===== src/rtl/tcp_option_sequencer_if.sv =====
// ============================================================================
// Module   : tcp_option_sequencer_if
// Purpose  : Bundles the option-area word stream and the option-parser link
//            of tcp_option_sequencer into one interface.
// Signals  : in_valid/in_data/in_ready  - option-area word stream (byte 0 is
//                                         [31:24]), accepted on valid&ready
//            opt_rst/opt_vld/opt_pos/opt_data - per-option drive to parser
//            opt_av_in/opt_err_in        - parser option_av / option_err
// Modports : master - the sequencer; slave - stream source plus parser side
// Revision : 1.0 - initial release
// ============================================================================
`default_nettype none

interface tcp_option_sequencer_if;
  logic        in_valid;
  logic [31:0] in_data;
  logic        in_ready;
  logic        opt_rst;
  logic        opt_vld;
  logic [2:0]  opt_pos;
  logic [31:0] opt_data;
  logic [8:0]  opt_av_in;
  logic [8:0]  opt_err_in;

  modport master (
    input  in_valid, in_data, opt_av_in, opt_err_in,
    output in_ready, opt_rst, opt_vld, opt_pos, opt_data
  );

  modport slave (
    output in_valid, in_data, opt_av_in, opt_err_in,
    input  in_ready, opt_rst, opt_vld, opt_pos, opt_data
  );
endinterface

`default_nettype wire


===== src/rtl/tcp_option_sequencer.sv =====
// ============================================================================
// Module   : tcp_option_sequencer
// Purpose  : Walks the TCP option area word by word and drives the option
//            field parser one option at a time: locates each option start,
//            pulses the parser reset, feeds the first word plus continuation
//            words, skips NOP, stops at EOL and drains unused words.
// Ports    : clk, reset (async, active low)
//            start/data_off - begin a new option area of 4*(data_off-5) bytes
//            bus            - word stream + parser link (master modport)
//            busy, done     - activity flag and one-cycle completion pulse
//            err, err_code  - sticky error, 1 len, 2 overrun, 3 parser,
//                             4 bad data_off
//            opts_av        - OR of parser option_av over all options
//            nop_cnt, opt_cnt (TCP_OPT_SEQ_STATS_EN only) - saturating counts
//            of NOPs skipped and options dispatched
// Options  : `define TCP_OPT_SEQ_STATS_EN adds the statistics counters
// Revision : 1.0 - initial release
// ============================================================================
`default_nettype none

module tcp_option_sequencer #(
  parameter int MAX_WORDS = 10,
  parameter int CURSOR_W  = 6
) (
  input  wire logic               clk,
  input  wire logic               reset,
  input  wire logic               start,
  input  wire logic [3:0]         data_off,
  tcp_option_sequencer_if.master  bus,
  output logic                    busy,
  output logic                    done,
  output logic                    err,
  output logic [2:0]              err_code,
  output logic [8:0]              opts_av
`ifdef TCP_OPT_SEQ_STATS_EN
  ,
  output logic [5:0]              nop_cnt,
  output logic [3:0]              opt_cnt
`endif
);

  localparam int WIDX_W = $clog2(MAX_WORDS + 1);
  localparam int SUM_W  = ((CURSOR_W > 8) ? CURSOR_W : 8) + 1;

  localparam logic [2:0] c_err_none = 3'd0;
  localparam logic [2:0] c_err_len  = 3'd1;
  localparam logic [2:0] c_err_ovr  = 3'd2;
  localparam logic [2:0] c_err_par  = 3'd3;
  localparam logic [2:0] c_err_doff = 3'd4;

  typedef enum logic [3:0] {
    S_IDLE   = 4'd0,
    S_FETCH  = 4'd1,
    S_DECODE = 4'd2,
    S_GETLEN = 4'd3,
    S_PRST   = 4'd4,
    S_FEED   = 4'd5,
    S_CONT   = 4'd6,
    S_EVAL   = 4'd7,
    S_DRAIN  = 4'd8,
    S_DONE   = 4'd9
  } state_t;

  state_t              r_state, w_state_nxt;
  logic [31:0]         r_word, w_word_nxt;       // word holding the cursor
  logic [31:0]         r_next, w_next_nxt;       // word prefetched for a length byte
  logic                r_have_next, w_have_next_nxt;
  logic [WIDX_W-1:0]   r_widx, w_widx_nxt;       // words accepted so far
  logic [WIDX_W-1:0]   r_area_words, w_area_words_nxt;
  logic [CURSOR_W-1:0] r_area_bytes, w_area_bytes_nxt;
  logic [CURSOR_W-1:0] r_cursor, w_cursor_nxt;   // byte offset of current option
  logic [1:0]          r_pos, w_pos_nxt;
  logic [7:0]          r_len, w_len_nxt;
  logic [WIDX_W-1:0]   r_rem, w_rem_nxt;         // continuation words still to feed
  logic                r_err, w_err_nxt;
  logic [2:0]          r_err_code, w_err_code_nxt;
  logic [8:0]          r_opts_av, w_opts_av_nxt;

  logic                w_in_ready, w_opt_rst, w_opt_vld;
  logic [1:0]          w_opt_pos;
  logic [31:0]         w_opt_data;

  logic [1:0]          w_pos;
  logic [7:0]          w_kind, w_len;
  logic [SUM_W-1:0]    w_end, w_span;
  logic [WIDX_W-1:0]   w_extra;
  logic                w_words_left, w_check;

  function automatic logic [7:0] byte_at(input logic [31:0] w, input logic [1:0] i);
    logic [7:0] b;
    case (i)
      2'd0:    b = w[31:24];
      2'd1:    b = w[23:16];
      2'd2:    b = w[15:8];
      default: b = w[7:0];
    endcase
    return b;
  endfunction

  // Where to go once the cursor has moved past a NOP or a completed option.
  function automatic state_t advance(input logic [CURSOR_W-1:0] c,
                                     input logic [CURSOR_W-1:0] area);
    state_t s;
    if (c == area)
      s = S_DONE;
    else if (c[1:0] == 2'd0)
      s = S_FETCH;
    else
      s = S_DECODE;
    return s;
  endfunction

  assign w_pos        = r_cursor[1:0];
  assign w_kind       = byte_at(r_word, w_pos);
  // In GETLEN the length byte is the first byte of the word arriving now.
  assign w_len        = (r_state == S_GETLEN) ? bus.in_data[31:24]
                                              : byte_at(r_word, w_pos + 2'd1);
  assign w_end        = SUM_W'(r_cursor) + SUM_W'(w_len);
  assign w_span       = SUM_W'(w_pos) + SUM_W'(w_len) - SUM_W'(1);
  assign w_extra      = WIDX_W'(w_span >> 2);
  assign w_words_left = (r_widx != r_area_words);

  always_comb begin
    w_state_nxt      = r_state;
    w_word_nxt       = r_word;
    w_next_nxt       = r_next;
    w_have_next_nxt  = r_have_next;
    w_widx_nxt       = r_widx;
    w_area_words_nxt = r_area_words;
    w_area_bytes_nxt = r_area_bytes;
    w_cursor_nxt     = r_cursor;
    w_pos_nxt        = r_pos;
    w_len_nxt        = r_len;
    w_rem_nxt        = r_rem;
    w_err_nxt        = r_err;
    w_err_code_nxt   = r_err_code;
    w_opts_av_nxt    = r_opts_av;
    w_in_ready       = 1'b0;
    w_opt_rst        = 1'b0;
    w_opt_vld        = 1'b0;
    w_opt_pos        = 2'd0;
    w_opt_data       = 32'h0;
    w_check          = 1'b0;

    case (r_state)
      S_IDLE: begin
        if (start) begin
          w_err_nxt        = (data_off < 4'd5);
          w_err_code_nxt   = (data_off < 4'd5) ? c_err_doff : c_err_none;
          w_opts_av_nxt    = 9'h0;
          w_cursor_nxt     = '0;
          w_widx_nxt       = '0;
          w_have_next_nxt  = 1'b0;
          w_area_words_nxt = WIDX_W'(data_off - 4'd5);
          w_area_bytes_nxt = CURSOR_W'({data_off - 4'd5, 2'b00});
          w_state_nxt      = (data_off <= 4'd5) ? S_DONE : S_FETCH;
        end
      end

      S_FETCH: begin
        w_in_ready = 1'b1;
        if (bus.in_valid) begin
          w_word_nxt  = bus.in_data;
          w_widx_nxt  = r_widx + WIDX_W'(1);
          w_state_nxt = S_DECODE;
        end
      end

      S_DECODE: begin
        if (w_kind == 8'd0) begin
          w_state_nxt = S_DRAIN;
        end else if (w_kind == 8'd1) begin
          w_cursor_nxt = r_cursor + CURSOR_W'(1);
          w_state_nxt  = advance(w_cursor_nxt, r_area_bytes);
        end else if (w_pos == 2'd3) begin
          // Length byte lives in the next word; none left means it lies
          // outside the option area.
          if (w_words_left) begin
            w_state_nxt = S_GETLEN;
          end else begin
            w_err_nxt      = 1'b1;
            w_err_code_nxt = c_err_ovr;
            w_state_nxt    = S_DRAIN;
          end
        end else begin
          w_check = 1'b1;
        end
      end

      S_GETLEN: begin
        w_in_ready = 1'b1;
        if (bus.in_valid) begin
          w_next_nxt      = bus.in_data;
          w_have_next_nxt = 1'b1;
          w_widx_nxt      = r_widx + WIDX_W'(1);
          w_check         = 1'b1;
        end
      end

      S_PRST: begin
        w_opt_rst   = 1'b1;
        w_state_nxt = S_FEED;
      end

      S_FEED: begin
        w_opt_vld   = 1'b1;
        w_opt_pos   = r_pos;
        w_opt_data  = r_word;
        w_state_nxt = (r_rem == '0) ? S_EVAL : S_CONT;
      end

      S_CONT: begin
        w_opt_pos = r_pos;
        if (r_have_next) begin
          // The prefetched word goes first and needs no handshake.
          w_opt_vld       = 1'b1;
          w_opt_data      = r_next;
          w_word_nxt      = r_next;
          w_have_next_nxt = 1'b0;
          w_rem_nxt       = r_rem - WIDX_W'(1);
          if (r_rem == WIDX_W'(1))
            w_state_nxt = S_EVAL;
        end else begin
          w_in_ready = 1'b1;
          if (bus.in_valid) begin
            w_opt_vld  = 1'b1;
            w_opt_data = bus.in_data;
            w_word_nxt = bus.in_data;
            w_widx_nxt = r_widx + WIDX_W'(1);
            w_rem_nxt  = r_rem - WIDX_W'(1);
            if (r_rem == WIDX_W'(1))
              w_state_nxt = S_EVAL;
          end
        end
      end

      S_EVAL: begin
        w_opts_av_nxt = r_opts_av | bus.opt_av_in;
        if (|bus.opt_err_in) begin
          w_err_nxt      = 1'b1;
          w_err_code_nxt = c_err_par;
          w_state_nxt    = S_DRAIN;
        end else begin
          // Lengths have already been bounded by the area size.
          w_cursor_nxt = r_cursor + CURSOR_W'(r_len);
          w_state_nxt  = advance(w_cursor_nxt, r_area_bytes);
        end
      end

      S_DRAIN: begin
        if (w_words_left) begin
          w_in_ready = 1'b1;
          if (bus.in_valid)
            w_widx_nxt = r_widx + WIDX_W'(1);
        end else begin
          w_state_nxt = S_DONE;
        end
      end

      S_DONE: begin
        w_state_nxt = S_IDLE;
      end

      default: begin
        w_state_nxt = S_IDLE;
      end
    endcase

    // Length validation shared by the in-word and next-word length paths.
    if (w_check) begin
      if (w_len < 8'd2) begin
        w_err_nxt      = 1'b1;
        w_err_code_nxt = c_err_len;
        w_state_nxt    = S_DRAIN;
      end else if (w_end > SUM_W'(r_area_bytes)) begin
        w_err_nxt      = 1'b1;
        w_err_code_nxt = c_err_ovr;
        w_state_nxt    = S_DRAIN;
      end else begin
        w_len_nxt   = w_len;
        w_pos_nxt   = w_pos;
        w_rem_nxt   = w_extra;
        w_state_nxt = S_PRST;
      end
    end
  end

  always_ff @(posedge clk or negedge reset) begin
    if (!reset) begin
      r_state      <= S_IDLE;
      r_word       <= 32'h0;
      r_next       <= 32'h0;
      r_have_next  <= 1'b0;
      r_widx       <= '0;
      r_area_words <= '0;
      r_area_bytes <= '0;
      r_cursor     <= '0;
      r_pos        <= 2'd0;
      r_len        <= 8'd0;
      r_rem        <= '0;
      r_err        <= 1'b0;
      r_err_code   <= 3'd0;
      r_opts_av    <= 9'h0;
    end else begin
      r_state      <= w_state_nxt;
      r_word       <= w_word_nxt;
      r_next       <= w_next_nxt;
      r_have_next  <= w_have_next_nxt;
      r_widx       <= w_widx_nxt;
      r_area_words <= w_area_words_nxt;
      r_area_bytes <= w_area_bytes_nxt;
      r_cursor     <= w_cursor_nxt;
      r_pos        <= w_pos_nxt;
      r_len        <= w_len_nxt;
      r_rem        <= w_rem_nxt;
      r_err        <= w_err_nxt;
      r_err_code   <= w_err_code_nxt;
      r_opts_av    <= w_opts_av_nxt;
    end
  end

  assign bus.in_ready = w_in_ready;
  assign bus.opt_rst  = w_opt_rst;
  assign bus.opt_vld  = w_opt_vld;
  assign bus.opt_pos  = {1'b0, w_opt_pos};
  assign bus.opt_data = w_opt_data;

  assign busy     = (r_state != S_IDLE) && (r_state != S_DONE);
  assign done     = (r_state == S_DONE);
  assign err      = r_err;
  assign err_code = r_err_code;
  assign opts_av  = r_opts_av;

`ifdef TCP_OPT_SEQ_STATS_EN
  logic [5:0] r_nop_cnt;
  logic [3:0] r_opt_cnt;

  always_ff @(posedge clk or negedge reset) begin
    if (!reset) begin
      r_nop_cnt <= 6'd0;
      r_opt_cnt <= 4'd0;
    end else if ((r_state == S_IDLE) && start) begin
      r_nop_cnt <= 6'd0;
      r_opt_cnt <= 4'd0;
    end else begin
      if ((r_state == S_DECODE) && (w_kind == 8'd1) && (r_nop_cnt != 6'h3F))
        r_nop_cnt <= r_nop_cnt + 6'd1;
      if ((r_state == S_PRST) && (r_opt_cnt != 4'hF))
        r_opt_cnt <= r_opt_cnt + 4'd1;
    end
  end

  assign nop_cnt = r_nop_cnt;
  assign opt_cnt = r_opt_cnt;
`endif

endmodule

`default_nettype wire


===== src/flat_wrapper.sv =====
// flat-port wrapper written by rule: the top's interface ports become plain ports
module tcp_option_sequencer_flat 
#(
  parameter int MAX_WORDS = 10,
  parameter int CURSOR_W  = 6
)
  (clk, reset, start, data_off, busy, done, err, err_code, opts_av, bus_in_valid, bus_in_data, bus_opt_av_in, bus_opt_err_in, bus_in_ready, bus_opt_rst, bus_opt_vld, bus_opt_pos, bus_opt_data);
  tcp_option_sequencer_if bus_i ();
  input  wire logic clk;
  input  wire logic reset;
  input  wire logic start;
  input  wire logic [3:0] data_off;
  output logic busy;
  output logic done;
  output logic err;
  output logic [2:0] err_code;
  output logic [8:0] opts_av;
  input wire logic [$bits(bus_i.in_valid)-1:0] bus_in_valid;
  input wire logic [$bits(bus_i.in_data)-1:0] bus_in_data;
  input wire logic [$bits(bus_i.opt_av_in)-1:0] bus_opt_av_in;
  input wire logic [$bits(bus_i.opt_err_in)-1:0] bus_opt_err_in;
  output wire logic [$bits(bus_i.in_ready)-1:0] bus_in_ready;
  output wire logic [$bits(bus_i.opt_rst)-1:0] bus_opt_rst;
  output wire logic [$bits(bus_i.opt_vld)-1:0] bus_opt_vld;
  output wire logic [$bits(bus_i.opt_pos)-1:0] bus_opt_pos;
  output wire logic [$bits(bus_i.opt_data)-1:0] bus_opt_data;
  assign bus_i.in_valid = bus_in_valid;
  assign bus_i.in_data = bus_in_data;
  assign bus_i.opt_av_in = bus_opt_av_in;
  assign bus_i.opt_err_in = bus_opt_err_in;
  assign bus_in_ready = bus_i.in_ready;
  assign bus_opt_rst = bus_i.opt_rst;
  assign bus_opt_vld = bus_i.opt_vld;
  assign bus_opt_pos = bus_i.opt_pos;
  assign bus_opt_data = bus_i.opt_data;
  tcp_option_sequencer #(.MAX_WORDS(MAX_WORDS), .CURSOR_W(CURSOR_W)) u_core (.clk(clk), .reset(reset), .start(start), .data_off(data_off), .bus(bus_i), .busy(busy), .done(done), .err(err), .err_code(err_code), .opts_av(opts_av));
endmodule

===== config.mk =====
export PLATFORM = sky130hd
export DESIGN_NAME = tcp_option_sequencer_flat
export DESIGN_NICKNAME = d
export VERILOG_FILES = /design/src/rtl/tcp_option_sequencer_if.sv /design/src/rtl/tcp_option_sequencer.sv /design/src/flat_wrapper.sv
export SDC_FILE = /design/constraint.sdc
export NUM_CORES = 1
export LEC_CHECK = 0
export ABC_AREA = 1
export CORE_AREA = 2 2 149 151
export DETAILED_ROUTE_END_ITERATION = 16
export DIE_AREA = 0 0 151 153
export MAX_ROUTING_LAYER = met4
export PLACE_DENSITY_LB_ADDON = 0.1
export SETUP_SLACK_MARGIN = 0.02
export SLEW_MARGIN = 20
export SYNTH_ARGS = -nofsm -noshare
export SYNTH_HDL_FRONTEND = slang
export SYNTH_SLANG_ARGS = --single-unit
export TNS_END_PERCENT = 10

===== constraint.sdc =====
create_clock -name clk -period 5.3 [get_ports clk]
set_input_delay 1.325 -clock clk [delete_from_list [all_inputs] [get_ports clk]]
set_output_delay 1.325 -clock clk [all_outputs]
set_load 0.03 [all_outputs]

==> results.md, run 1 <==
- GR Util met1: roughly 28%
- Worst ir drop on vdd: between 0.0002 and 0.00025 V
- CTS Hold Bufs: 0
- Core footprint: roughly 21000 um2
- Congestion Overflow GR: 0
- Crit. End Element: register
- Period utilization: between 80% and 90%
- CTS tree: yes
- Cell accounting for the most synthesized area: dfrtp_1
- Post-DP HPWL: ~17 mm
- Worst Path Max Fanout: 23
- Vias per Instance: roughly 5.1
- GP Congestion: roughly 0.96
- Post-Syn Area: 7420 um2
- Cell count after synthesis: roughly 1000
- Ant. Diodes: 0
- Critical path type: input port to register
- Class of the worst hold path: register to register
- #FFs+latches synth: approximately 110
- # DRC: 0
- Fin. max-slew vios: 0
- Async set-or-reset flop fraction in the synthesized netlist: between 90% and 100%
- Critical path launch point type: input port
- Worst path arrival time: slightly below 5 ns
- Grt met2 use: around a third
- Routed vias: 7198
- Share of layout cells above drive strength 1: between 5 and 6%
- Die Width: 151 um
- Final-report setup violation count: 0
- Num CTS Buffers: 9
- Initial core utilization: roughly 35%
- Largest cells by area after synthesis: dfrtp_1 36%, nand2_1 16%, o21ai_0 8.2%, ha_1 6.2%, inv_1 6.0%
- First-pass GRT wire length: 37.6 mm
- Busiest layer in global routing: met2
- IO Pins: between 100 and 150
- Post-synth top area share: 36.4%
- Final core utilization: between 40% and 50%
- Reg clk slew, reported paths: about 0.080 ns
- Mapped Nets: around 1100
- Postcts setup bufs: 0
- RSZ-0062 raised after global routing: no
- CTS-repair resized insts: 0
- Nets: between 1000 and 1500
- Die H: between 150 and 200 um
- Clock sink count: ~110
- Total power after layout: 5050 uW
- I/O Buffers: ~110
- Worst skew pair latency: between 0.3 and 0.4 ns
- Ys flop type: dfrtp_1
- Post-synthesis sequential area ratio: 36.4%
- Final hold vios: 0
- Clock buffer depth: 2
- Grt met3 use: 2.66%
- Fmax: 214 MHz
- Outcome: finished clean
- Mean post-synth cell area: 7.11 um2
- Max_cap viols: 0
- Layout fillers: around 2300
- Die area: 23100 um2
- DR WL/cell: ~16 um
- Synthesis warning total: 0
- WP data required: 5.54 ns
- Clock Tree Root: clkbuf_16
- Synth cell types: 42
- Drt total wl: roughly 23 mm
- Setup_tns: 0 ns
- Placed Area: 8780 um2
- Leakage: approximately 0.0044 uW
- Reg2reg start: u_core.r_cursor[0]$_DFFE_PN0P_
- Worst Setup SP: bus_in_data[24]
- Drt first-iter violations: about 480
- Total GRT Usage: between 20% and 30%
- Largest net degree at the start of global routing: 66
- EDFF count, synth: 0
- Final instance area: ~9100 um2
- Layout overhead on the synthesized area: 22.1%
- Least-Margin Pin Slew: between 0.9 and 1 ns
- Vias in the first global route: about 7000
- Initial antenna violation count: 0
- H-tree depth: 3
- Placement Rows: 54
- Skew final: roughly 0.016 ns
- Rel. slew slack: ~34%
- HP Start: u_core.r_next[15]$_DFFE_PN0P_
- Routed Antenna Nets: 0
- TritonRoute pass-1 iters: 5
- Crit path time final: around 4.7 ns
- PwrDens: between 500 and 600 nW/um2
## cell type report
cell class | count | area (um2) | share of cell area (%)
multi-input combinational | 769 | 4070 | 44.9
sequential | 108 | 2700 | 29.8
timing repair buffer | 124 | 1200 | 13.2
inverter | 122 | 458 | 5.05
tap | 280 | 350 | 3.87
clock buffer | 10 | 239 | 2.64
clock inverter | 5 | 45.0 | 0.497
## critical path: stages
cell and delay [ns]:
clkdlybuf4s50_1 0.42, inv_1 0.11, nor2_1 0.06, a31oi_1 0.20, inv_1 0.07, ha_1 0.24
fa_1 0.42, nand3_1 0.09, nand2_1 0.09, xnor2_1 0.15, inv_1 0.06, ha_1 0.29
a21oi_1 0.13, nor2_1 0.05, nor2_1 0.07, o21ai_0 0.08, nand2_1 0.06, nand2_1 0.05
nor2_1 0.09, nand2_1 0.11, nor2_1 0.19, nand2_2 0.33, nand2_1 0.18, o21ai_2 0.06
## final timing paths
path,to,slack [ns],cells after the start
max in group asynchronous,u_core.r_word[26]$_DFFE_PN0P_,3.36,2
worst min-delay path,u_core.r_next[15]$_DFFE_PN0P_,0.48,2
worst max-delay path,u_core.r_rem[1]$_DFF_PN0_,0.62,24
min in group asynchronous,u_core.r_next[31]$_DFFE_PN0P_,1.02,1
worst min register to register,u_core.r_next[15]$_DFFE_PN0P_,0.48,2
worst max register to register,u_core.r_rem[1]$_DFF_PN0_,0.73,25
## cells by family (layout without fill, tap and decap cells)
group	Yosys count	after routing	share of synthesized area, %
simple gates	471	471	25.8
compound gates	240	240	19.8
buf+inv	167	261	8.93
flops	108	108	36.4
fa+ha+maj	40	40	7.04
xor+xnor	17	17	2.01
other cells	1	1	0.0505
## layout by cell type, fill, tap and decap left out, types with 2 or more instances in the layout
master           Yosys  final
xnor2_1              8      8
or2_2                2      2
nor2_4               2      3
o221ai_1            37     37
o21ai_0            121    121
nor3b_1              2      2
nand2_1            325    325
nor2_1              71     70
o21ai_2             11     12
dfrtp_1            108    108
nor3_1               9      9
nand3b_1             5      5
fa_1                 3      3
nand2_2              2      2
o21ai_1             15     14
a31oi_1              8      8
nand3_1             43     43
buf_4                3     17
a21oi_1             24     24
ha_1                37     37
xor2_1               9      9
nand4_1              7      7
clkbuf_16            0      9
inv_1              119    119
o211ai_1             2      2
clkinv_4             0      2
inv_2                3      3
a31oi_2              2      2
a22o_1               9      9
o22ai_1              5      5
clkdlybuf4s50_1      0    107
## flip-flops by register name, summed over array words and instances (netlist names)
register             flops
u_core.opts_av           9
u_core.r_state           4
u_core.r_len             6
u_core.r_next           32
u_core.r_pos             2
u_core.r_area_words      4
u_core.r_have_next       1
u_core.err               1
u_core.r_cursor          6
u_core.r_word           32
u_core.err_code          3
u_core.r_rem             4
u_core.r_widx            4
## cells in the mapped netlist, types with 2 or more instances
cell      count
a31oi_2       2
xor2_1        9
o211ai_1      2
buf_2         8
nor2_1       71
o21ai_0     121
inv_1       119
a22o_1        9
inv_2         3
fa_1          3
buf_1         3
nor2_4        2
xnor2_1       8
buf_4         3
ha_1         37
o221ai_1     37
o22ai_1       5
a31oi_1       8
nand2_1     325
clkbuf_1     29
or2_2         2
nor3_1        9
nand4_1       7
dfrtp_1     108
buf_6         2
nor3b_1       2
o21ai_1      15
a21oi_1      24
nand3_1      43
nand2_2       2
o21ai_2      11
nand3b_1      5
## where the power goes
group	internal (uW)	switching (uW)	total, uW
Combinational	1050	1880	2930
Sequential	1170	265	1430
Clock	337	343	679
## metrics by stage
stage | cells | setup WS (ns) | hold WS, ns
floorplan | 1044 | 1.05 | 0.442
global placement | 1403 | 0.382 | 0.454
detailed placement | 1403 | 0.266 | 0.458
CTS | 1418 | 0.642 | 0.479
global route | 1418 | 0.160 | 0.493
finish | 1418 | 0.625 | 0.476
## metal layers
metal	wire length, um	vias up
met1	10700	3367
li1	-	3621
met2	11400	188
met3	911	22
met4	287	0
met5	0	-
No activity file was read; power rests on OpenSTA's default activity.
==> run 2, diff against run 1 <==
--- a/config.mk
+++ b/config.mk
@@ -6,9 +6,10 @@
 export NUM_CORES = 1
 export LEC_CHECK = 0
 export ABC_AREA = 1
-export CORE_AREA = 2 2 149 151
+export ABC_CLOCK_PERIOD_IN_PS = 5300
+export CORE_AREA = 2 2 120 122
 export DETAILED_ROUTE_END_ITERATION = 16
-export DIE_AREA = 0 0 151 153
+export DIE_AREA = 0 0 122 124
 export MAX_ROUTING_LAYER = met4
 export PLACE_DENSITY_LB_ADDON = 0.1
 export SETUP_SLACK_MARGIN = 0.02
==> run 2 against run 1 <==
  * First-iteration DRC count is 19% higher
  * Wire length decreased by 9.4%
  * Register-to-register slack better by 0.12 ns
  * Global-route usage up 8.6 points
  * Largest power group unchanged
==> results.md, run 2 (synthesized netlist as in run 1, its figures left out) <==
- HP Start: u_core.r_next[22]$_DFFE_PN0P_
- Hold-critical path depth: 2
- Reg2reg start: u_core.r_cursor[1]$_DFFE_PN0P_
- TritonRoute pass-1 iters: 5
- Fmax: ~220 MHz
- RSZ-0062 raised after global routing: no
- Outcome: finished clean
- Postcts setup bufs: 0
- Die area: 15100 um2
- # DRC: 0
- Placement Rows: 43
- DR WL/cell: between 15 and 20 um
- Grt met2 use: between 40% and 50%
- Vias per Instance: between 5 and 6
- Final hold vios: 0
- CTS Hold Bufs: 0
- Skew final: between 0.005 and 0.006 ns
- R2r setup slk: roughly 0.85 ns
- GR Util met1: roughly two fifths
- Critical path launch point type: input port
- Crit path time final: 4.62 ns
- IO Pins: between 100 and 150
- Initial core utilization: a little over half
- Reg area: about 2700 um2
- Hold slack: approximately 0.47 ns
- WP data required: approximately 5.5 ns
- CTS-repair resized insts: 0
- PwrDens: approximately 560 nW/um2
- Grt met3 use: under 10%
- Busiest layer in global routing: met2
- Worst Path Max Fanout: 23
- Post-DP HPWL: 15.3 mm
- Multi-input gate area in the final layout: slightly above 4000 um2
- Ant. Diodes: 0
- Final-report setup violation count: 0
- Initial antenna violation count: 0
- GP Congestion: 0.961
- CTS tree: yes
- Clock buffer depth: 2
- Least-Margin Pin Slew: 0.941 ns
- Highest-count cells in the layout ignoring fill and taps: 325 x nand2_1, 121 x o21ai_0, 118 x inv_1
- Clock Tree Root: clkbuf_16
- Critical path type: input port to register
- Clock sink count: 108
- Reg2Reg Depth: 25
- Final core utilization: 65.0%
- Num CTS Buffers: 9
- Fin. max-slew vios: 0
- Die Width: 122 um
- Routed vias: 7245
- Worst path arrival time: 4.86 ns
- Setup_tns: 0 ns
- Reg clk slew, reported paths: around 0.07 ns
- Leakage: between 0.004 and 0.005 uW
- Commonest non-fill, non-tap cell in the layout: nand2_1
- Worst R2R End: u_core.r_pos[1]$_DFFE_PN0P_
- Largest net degree at the start of global routing: 72
- Die H: between 100 and 150 um
- Drt total wl: between 20 and 25 mm
- Layout fillers: 1244
- Nets: between 1000 and 1500
- Worst skew pair latency: about 0.36 ns
- Max_cap viols: 0
- Layout overhead on the synthesized area: 20.1%
- Rel. slew slack: approximately 37%
- Total GRT Usage: 30.0%
- I/O Buffers: roughly 110
- Congestion Overflow GR: 0
- Vias in the first global route: a little under 7000
- Core footprint: around 14000 um2
- H-tree depth: 3
- First-pass GRT wire length: about 34 mm
- Drt first-iter violations: roughly 570
- Worst hold endpoint: u_core.r_next[22]$_DFFE_PN0P_
- Crit. End Element: register
- Period utilization: 87.2%
- Worst ir drop on vdd: about 0.00022 V
- Routed Antenna Nets: 0
- Class of the worst hold path: register to register
- Share of layout cells above drive strength 1: ~5.1%
-- run 2: worst max path at each step --
stage	from	to	slack [ns]	cells after the start
floorplan	bus_in_data[26]	u_core.r_len[2]$_DFFE_PN0P_	1.05	23
finish	bus_in_data[24]	u_core.r_pos[1]$_DFFE_PN0P_	0.68	24
detailed placement	bus_in_data[24]	u_core.r_rem[3]$_DFF_PN0_	0.35	24
global placement	bus_in_data[24]	u_core.r_len[4]$_DFFE_PN0P_	0.47	24
CTS	bus_in_data[24]	u_core.r_pos[1]$_DFFE_PN0P_	0.71	24
global route	bus_in_data[24]	u_core.r_len[5]$_DFFE_PN0P_	0.29	24
-- run 2: per-layer routing --
layer / vias to the layer above / wire length, um
met4: 0 / 602
met1: 3360 / 9250
met3: 40 / 1010
met2: 223 / 10300
li1: 3622 / -
met5: - / 0
-- run 2: critical path, cell delays in order --
cell	delay (ns)
clkdlybuf4s50_1	0.43
inv_1	0.08
nor2_1	0.05
a31oi_1	0.20
inv_1	0.07
ha_1	0.24
fa_1	0.41
nand3_1	0.09
nand2_1	0.08
xnor2_1	0.13
inv_1	0.05
ha_1	0.28
a21oi_1	0.14
nor2_1	0.05
nor2_1	0.08
o21ai_0	0.08
nand2_1	0.06
nand2_1	0.05
nor2_1	0.08
nand2_1	0.11
nor2_1	0.18
nand2_2	0.32
nand2_1	0.19
o21ai_2	0.06
-- run 2: cell type report --
| class | count | area share, % |
|---|---|---|
| Clock buffer | 11 | 2.61 |
| Clock inverter | 5 | 0.435 |
| Inverter | 122 | 5.13 |
| Multi-Input combinational cell | 769 | 45.6 |
| Sequential cell | 108 | 30.3 |
| Tap cell | 180 | 2.53 |
| Timing Repair Buffer | 123 | 13.4 |
-- run 2: where the power goes --
part / internal (uW) / switching, uW / total, uW / leakage [uW]
clock: 322 / 324 / 646 / 0.000130
combinational: 1060 / 1870 / 2920 / 0.00285
sequential: 1170 / 255 / 1420 / 0.00138
-- run 2: stage by stage --
stage          setup WS (ns)  total power [uW]  area [um2]  cells
6_report               0.678              4990        8920   1318
3_3_place_gp           0.475              4290        8650   1302
5_1_grt                0.292              5470        8920   1318
3_5_place_dp           0.354              4320        8650   1302
4_1_cts                0.713              4980        8920   1318
2_1_floorplan           1.05              3450        7420   1044
